### src/rtl/alu_pkg.sv
// Shared opcode constants and FSM state encoding for the pipelined ALU.
package alu_pkg;

  localparam logic [2:0] OP_ADD = 3'b000;
  localparam logic [2:0] OP_SUB = 3'b001;
  localparam logic [2:0] OP_AND = 3'b010;
  localparam logic [2:0] OP_OR  = 3'b011;
  localparam logic [2:0] OP_ASR = 3'b100;
  localparam logic [2:0] OP_SHL = 3'b101;
  localparam logic [2:0] OP_CMP = 3'b110;
  localparam logic [2:0] OP_MUL = 3'b111;

  typedef enum logic [1:0] {
    IDLE = 2'd0,
    BUSY = 2'd1,
    DONE = 2'd2
  } state_t;

endpackage

### src/rtl/alu_mul_iter.sv
// Iterative unsigned shift-add multiplier: one partial-product step per cycle, WIDTH steps.
module alu_mul_iter #(
  parameter int WIDTH = 8
) (
  input  logic             clk,
  input  logic             rst_n,
  input  logic             start,
  input  logic [WIDTH-1:0] a,
  input  logic [WIDTH-1:0] b,
  output logic             done,
  output logic [WIDTH-1:0] prod_lo,
  output logic [WIDTH-1:0] prod_hi
);

  localparam int CW = $clog2(WIDTH + 1);

  logic [CW-1:0]    cnt_q;
  logic [WIDTH-1:0] hi_q;
  logic [WIDTH-1:0] lo_q;
  logic [WIDTH-1:0] mcand_q;
  logic [WIDTH:0]   sum;

  // Low half starts as the multiplier and shifts out one bit per step.
  assign sum     = {1'b0, hi_q} + (lo_q[0] ? {1'b0, mcand_q} : '0);
  assign prod_hi = sum[WIDTH:1];
  assign prod_lo = {sum[0], lo_q[WIDTH-1:1]};

  // prod_* show the post-step value, so the final product is ready on the last step.
  assign done    = (cnt_q == CW'(1));

  always_ff @(posedge clk or negedge rst_n) begin
    if (!rst_n) begin
      cnt_q   <= '0;
      hi_q    <= '0;
      lo_q    <= '0;
      mcand_q <= '0;
    end else if (start) begin
      cnt_q   <= CW'(WIDTH);
      hi_q    <= '0;
      lo_q    <= b;
      mcand_q <= a;
    end else if (cnt_q != '0) begin
      cnt_q <= cnt_q - CW'(1);
      hi_q  <= prod_hi;
      lo_q  <= prod_lo;
    end
  end

endmodule

### src/rtl/alu_pipe.sv
// Valid/ready ALU with registered result and flags; multiply is iterative when
// ALU_PIPE_MUL_EN is defined, otherwise op 111 is a single-cycle zero result.
//
// state | meaning
// IDLE  | no result held, ready for an operation
// BUSY  | multiply in progress, inputs blocked
// DONE  | result/flags valid, held until consumed
module alu_pipe
  import alu_pkg::*;
#(
  parameter int WIDTH = 8
) (
  input  logic             clk,
  input  logic             rst_n,
  input  logic             in_valid,
  output logic             in_ready,
  input  logic [WIDTH-1:0] A,
  input  logic [WIDTH-1:0] B,
  input  logic [2:0]       op_code,
  output logic             out_valid,
  input  logic             out_ready,
  output logic [WIDTH-1:0] result,
  output logic             ZF,
  output logic             SF,
  output logic             OF
);

  localparam logic [WIDTH-1:0] W_VAL = WIDTH'(WIDTH);

  state_t           state_q, state_d;
  logic             xfer_in;
  logic             is_mul;
  logic             load_alu;
  logic             load_mul;
  logic             mul_done;
  logic [WIDTH-1:0] mul_lo;
  logic [WIDTH-1:0] mul_hi;
  logic [WIDTH-1:0] alu_r;
  logic             alu_of;
  logic             sat;
  logic [WIDTH-1:0] fin_r;
  logic             fin_of;

  assign xfer_in  = in_valid & in_ready;
  assign load_alu = xfer_in & ~is_mul;

`ifdef ALU_PIPE_MUL_EN
  assign is_mul = (op_code == OP_MUL);

  alu_mul_iter #(.WIDTH(WIDTH)) u_mul (
    .clk     (clk),
    .rst_n   (rst_n),
    .start   (xfer_in & is_mul),
    .a       (A),
    .b       (B),
    .done    (mul_done),
    .prod_lo (mul_lo),
    .prod_hi (mul_hi)
  );
`else
  assign is_mul   = 1'b0;
  assign mul_done = 1'b0;
  assign mul_lo   = '0;
  assign mul_hi   = '0;
`endif

  assign sat = (B >= W_VAL);

  always_comb begin
    alu_r  = '0;
    alu_of = 1'b0;
    case (op_code)
      OP_ADD: begin
        alu_r  = A + B;
        alu_of = (A[WIDTH-1] == B[WIDTH-1]) && (alu_r[WIDTH-1] != A[WIDTH-1]);
      end
      OP_SUB: begin
        alu_r  = A - B;
        alu_of = (A[WIDTH-1] != B[WIDTH-1]) && (alu_r[WIDTH-1] != A[WIDTH-1]);
      end
      OP_AND: alu_r = A & B;
      OP_OR:  alu_r = A | B;
      OP_ASR: alu_r = sat ? {WIDTH{A[WIDTH-1]}} : WIDTH'($signed(A) >>> B);
      OP_SHL: alu_r = sat ? '0 : (A << B);
      OP_CMP: begin
        alu_r[2] = (A > B);
        alu_r[1] = (A < B);
        alu_r[0] = (A == B);
      end
      default: alu_r = '0;
    endcase
  end

  always_comb begin
    state_d   = state_q;
    in_ready  = 1'b0;
    out_valid = 1'b0;
    load_mul  = 1'b0;
    case (state_q)
      IDLE: begin
        in_ready = 1'b1;
        if (in_valid) state_d = is_mul ? BUSY : DONE;
      end
      BUSY: begin
        if (mul_done) begin
          load_mul = 1'b1;
          state_d  = DONE;
        end
      end
      DONE: begin
        out_valid = 1'b1;
        in_ready  = out_ready;
        // Consume and accept in the same cycle so back-to-back ops have no bubble.
        if (out_ready) begin
          if (in_valid) state_d = is_mul ? BUSY : DONE;
          else          state_d = IDLE;
        end
      end
      default: state_d = IDLE;
    endcase
  end

  assign fin_r  = load_mul ? mul_lo : alu_r;
  assign fin_of = load_mul ? (|mul_hi) : alu_of;

  always_ff @(posedge clk or negedge rst_n) begin
    if (!rst_n) begin
      state_q <= IDLE;
      result  <= '0;
      ZF      <= 1'b0;
      SF      <= 1'b0;
      OF      <= 1'b0;
    end else begin
      state_q <= state_d;
      if (load_alu || load_mul) begin
        result <= fin_r;
        ZF     <= (fin_r == '0);
        SF     <= fin_r[WIDTH-1];
        OF     <= fin_of;
      end
    end
  end

endmodule

### config.mk
export PLATFORM = sky130hd
export DESIGN_NAME = alu_pipe
export DESIGN_NICKNAME = d
export VERILOG_FILES = /design/src/rtl/alu_pkg.sv /design/src/rtl/alu_mul_iter.sv /design/src/rtl/alu_pipe.sv
export SDC_FILE = /design/constraint.sdc
export NUM_CORES = 1
export LEC_CHECK = 0
export CORE_ASPECT_RATIO = 0.75
export CORE_MARGIN = 3
export CORE_UTILIZATION = 45
export DETAILED_ROUTE_END_ITERATION = 8
export DONT_BUFFER_PORTS = 1
export GPL_TIMING_DRIVEN = 0
export PLACE_DENSITY = 0.66
export SETUP_SLACK_MARGIN = 0.15
export SKIP_LAST_GASP = 1
export SLEW_MARGIN = 20
export SYNTH_ARGS = -nofsm -noshare
export SYNTH_HDL_FRONTEND = slang
export SYNTH_HIERARCHICAL = 1
export SYNTH_SLANG_ARGS = --single-unit
### constraint.sdc
create_clock -name clk -period 2.1 [get_ports clk]
set_input_delay 0.315 -clock clk [delete_from_list [all_inputs] [get_ports clk]]
set_output_delay 0.315 -clock clk [all_outputs]
set_load 0.02 [all_outputs]
Word-level counts from Yosys, hierarchy flattened:

Cells that the tools add are included.

* word-level logic and storage cells: 48
* register bits: 13

* multiplexer cells: 11
* add/sub/neg operators: 2
* shifts and indexed selects: 2
* bitwise operators: 4
* $lt $le $gt $ge: 3
* equal/unequal tests: 15
* reductions and logical operators: 6

Operators by type and width (count)
* 5-bit one-hot mux with 6 select lines: 1
* 3-bit one-hot mux with 7 select lines: 1
* 8-bit 2-to-1 mux: 2
* 3-bit equality test (second input constant): 3
* 8-bit adder: 1
* 8-bit bitwise AND: 1
* 8-bit equality test: 1
* 8-bit by 4-bit >= comparator with 1-bit output (second input constant): 1
* 8-bit > comparator: 1
* 8-bit zero test: 1
* 8-bit < comparator: 1
* 8-bit OR: 1
* 8-bit by 8-bit << shifter with 8-bit output: 1
* 8-bit by 8-bit >>> shifter with 8-bit output: 1
* 8-bit subtractor: 1
* 3-bit by 2-bit equality test with 1-bit output (second input constant): 2
* 2-bit 2-to-1 mux: 3
* 2-bit one-hot mux with 3 select lines: 1
* 2-bit inequality test (second input constant): 2
* 1-bit one-hot mux with 2 select lines: 2
* 3-bit by 1-bit equality test with 1-bit output (second input constant): 1
* 3-bit zero test: 1
* 1-bit inequality test: 3
* 3-bit AND reduction: 1
* other kinds (8): 9

Longest topological paths before layout:

* depth after elaboration: 4
* gate-level depth with buffers: 11
* depth with buffers taken out: 10

Worst setup path after synthesis:

OpenSTA, ideal clock, no wires.

* path type: input -> register
* from: in B[2]
* to: reg ZF
* setup slack: -0.489 ns
* data required time: 1.997 ns
* path buffers: 2
* data arrival time: 2.486 ns
* setup time: 0.103 ns
* stages: 10
* cell sequence: clkbuf_1 > inv_1 > ha_1 > clkbuf_1 > nor3_1 > a2111oi_0 > o22ai_1 > xor2_1 > o221ai_1 > o41ai_2

* longest elaborated chain between the ends: 4

Ends and longest elaborated chain
* start, declared: line alu_pipe.sv:18 `input logic [WIDTH-1:0] B,`
* 8-bit by 4-bit >= comparator with 1-bit output, or another cell as far along: line alu_pipe.sv:67 `assign sat = (B >= W_VAL);`
* 8-bit 2-to-1 mux, on equally long branches: line alu_pipe.sv:84, alu_pipe.sv:83
* 3-bit one-hot mux with 7 select lines / 5-bit one-hot mux with 6 select lines (equally long branches): line alu_pipe.sv:72 `case (op_code)`
* 8-bit zero test *: line alu_pipe.sv:137 `ZF <= (fin_r == '0);`
* end signal, assigned: line alu_pipe.sv:137
* end, declared: line alu_pipe.sv:23 `output logic ZF,`

Every way passes the cells marked *; elsewhere a longest branch is shown, timed or not.
A chain may end at the register's enable or synchronous reset.

Worst setup path in the final report:

* from: in A[7]
* to: reg ZF

* longest elaborated chain between the ends: 4

Ends and longest elaborated chain
* start, declared: line alu_pipe.sv:17 `input logic [WIDTH-1:0] A,`
* branches (longest 3 deep; another with 8-bit subtractor)
* 8-bit zero test *: line alu_pipe.sv:137

Every way passes the cells marked *.

==> key figures <==
Setup path
  – WP data required: 2240 ps
  – Setup crit start kind: input port
  – Crit path DAT: 2230 ps
  – Worst-path maximum fanout: 3
  – R2R Setup Slk: 110 ps
  – Reg2Reg Capture Point: ZF
  – CP Capture Type: flop
  – Reg2reg start: state_q[1]
  – R2r worst-path depth: 7
  – CP Class: in -> reg

Placed design
  – Port Buffers: 0
  – Inst Count DP: 325
  – Pre-CTS setup slack: -387 ps
  – Final GP Congestion: 0.964
  – Dpl hpwl: 5.24 mm

Global route
  – Gr usage total: 24.6%
  – Pin count of the biggest net entering global routing: 12
  – Total congestion overflow: 0
  – Number of global-route vias before repair: 2,128
  – Initial antenna violation count: 0
  – First-pass GRT wire length: 11.0 mm

Die
  – Vert. Die Dim: 66.4 um
  – I/O Pins: 36
  – Core outline area: 4570 um^2
  – Die X: 86.5 um
  – Initial core utilization: 47.8%
  – Die ar.: 5740 um^2
  – Row cnt: 21

Routing
  – 1st-iter DRT viols: 307
  – ANT nets after route: 0
  – Pre-antenna DRT Iters: 5
  – DR vias: 2,232
  – Routed length per placed instance: 20.3 um
  – DR vias/cell: 6.40
  – Final wirelength: 7.09 mm
  – Drt drc: 0

Power
  – Sw Ratio: 41.3%
  – Leakage: 0.00119 uW
  – Worst IR Drop VDD: 513 uV
  – PD cells: 401 nW/um^2
  – Proportion of power drawn by the clock network: 19.1%
  – Power Total: 1140 uW
  – Sw power: 471 uW
  – Flop pwr share: 27.0%
  – Internal Power: 669 uW
  – Combinational Power Share: 53.9%

Layout
  – Final Non-Filler Cells: 349
  – Ant diodes: 0
  – Synthesis-to-layout area growth: 30.1%
  – Final net count: 343
  – Layout cell share with drive strength beyond 1: 34.6%

Timing
  – Fmax: 478 MHz
  – Worst-Margin Slew: 525 ps
  – Unrepaired setup endpoints after global routing: yes
  – Slew Limit Fails: 0
  – Hold WS: 178 ps
  – Rel. slew slack: 64.7%
  – Final hold violation count: 0
  – Final WS setup: 6.24 ps
  – Min cycle time layout: 2090 ps
  – # setup viols final: 0
  – Clk_skew: 1.26 ps
  – Fin crit share: 99.7%

CTS
  – CTS tree: yes
  – Htree depth: 1
  – CTS root buf: clkbuf_8
  – TritonCTS Buffers: 3
  – Clock Latency Late Sink: 240 ps
  – Clock Path Buffers: 2
  – Clk sink count: 11
  – Clock slew at reported path FFs: 50 ps

Hold path
  – Worst hold path cell count: 1
  – Hold EP: state_q[1]
  – Hold wc startpoint: in_valid
  – Worst hold path class: in -> reg

Run
  – Maxcap violations: 0

Yosys
  – Post-synthesis sequential area ratio: 12.6%
  – FFs w/ async S/R, synth: 100%
  – Yosys cell types: 59
  – Avg Cell Area, Syn: 8.16 um^2
  – Cells after Synth: 268
  – Cell area after synthesis: 2190 um^2
  – Synth top area share: 14.3%
  – Post-synth net total: 318
  – Post-synth EDFFs: 0
  – FF+latch count, synth: 11
  – Ranking of synthesized cells by area: ha_1 (14%), dfrtp_1 (13%), mux4_2 (6.2%)
  – Synth Flop Type: dfrtp_1
  – Largest area contributor in the netlist: ha_1
  – Yosys warnings: 6

Outcome
  – Status: finished clean
==> through the flow <==
stage | util, % | area, um^2 | TNS (ps)
floorplan | - | 2330 | -52.2
global placement | 52.5 | 2400 | -1280
detailed placement | 52.5 | 2400 | -1360
CTS | 59.7 | 2730 | -77.1
global route | 62.2 | 2840 | -46.7
finish | 62.2 | 2840 | 0
==> how the worst max path moves through the flow <==
stage               cells past startpoint  start  endpoint  slack [ps]
floorplan                               9   A[5]        ZF         -50
detailed placement                     10   B[0]        ZF        -390
global placement                       10   B[0]        ZF        -380
CTS                                     9   A[7]        ZF         -80
finish                                  9   A[7]        ZF           6
global route                           10   B[1]        ZF         -50
==> cells by family after synthesis <==
kind of cell | Yosys count | synth area share, %
fa+ha+maj | 27 | 16.1
compound gates | 80 | 26.5
simple gates | 78 | 19.1
mux | 22 | 14.0
buf+inv | 41 | 8.07
xor+xnor | 9 | 3.61
flops | 11 | 12.6
==> critical path, cell delays in order <==
cell and delay, ps:
buf_12 90, clkinv_8 50, ha_4 200, or4_1 480
o211ai_1 350, o221a_2 260, and3_1 140, nand4_1 130
o41ai_2 220
==> cells in the mapped netlist, types with 7 or more instances <==
cell type / number
o21ai_0: 13
nand2_1: 18
nor2_1: 20
inv_1: 22
a21oi_1: 20
ha_1: 25
dfrtp_1: 11
o211ai_1: 7
mux2_2: 7
clkbuf_1: 9
mux2i_1: 8
==> sequential cells by signal, indices dropped and copies added (netlist names) <==
| signal | cells |
|---|---|
| result | 8 |
| OF | 1 |
| ZF | 1 |
| state_q | 1 |
==> power groups by stage <==
stage	logic, uW	clock network, uW	registers [uW]
floorplan	393	0	306
global placement	482	0	311
detailed placement	485	0	311
CTS	573	220	308
global route	659	234	312
finish	614	218	307
==> timing repair <==
| action | CTS | global route |
|---|---|---|
| pin swaps | 25 | 23 |
| gates cloned | 0 | 1 |
| gates resized for setup | 38 | 8 |
| buffers inserted | 9 | 9 |
| endpoints found under the setup margin | 6 | 7 |
| endpoints found under the hold margin | 11 | 0 |
| hold buffers | 1 | 0 |
==> layout make-up <==
class,instances,area (um^2)
Buffer,18,193
Clock buffer,4,45.0
Fill cell,373,1730
Inverter,23,116
Multi-Input combinational cell,216,1990
Sequential cell,11,275
Tap cell,57,71.3
Timing Repair Buffer,20,156
==> cells in the final DEF (no fill, tap or decap), drive strengths merged, types with 5 or more instances in the layout <==
master   n
dfrtp   11
a221oi   5
nand3    6
o211ai   7
ha      25
o21ai   14
a21oi   20
inv     20
nor3     6
clkbuf  13
nand2   19
mux4     6
mux2     8
mux2i    8
nor2    21
buf     28
xnor2    6
==> routing by layer <==
layer / routed length (um) / global-route usage (%) / vias to the layer above
li1: - / - / 1035
met3: 700 / 5.23 / 10
met2: 3100 / 35.5 / 134
met5: 0 / 0 / -
met4: 64 / 4.47 / 0
met1: 3230 / 37.2 / 1053
Power figures use the tool's default switching activity.
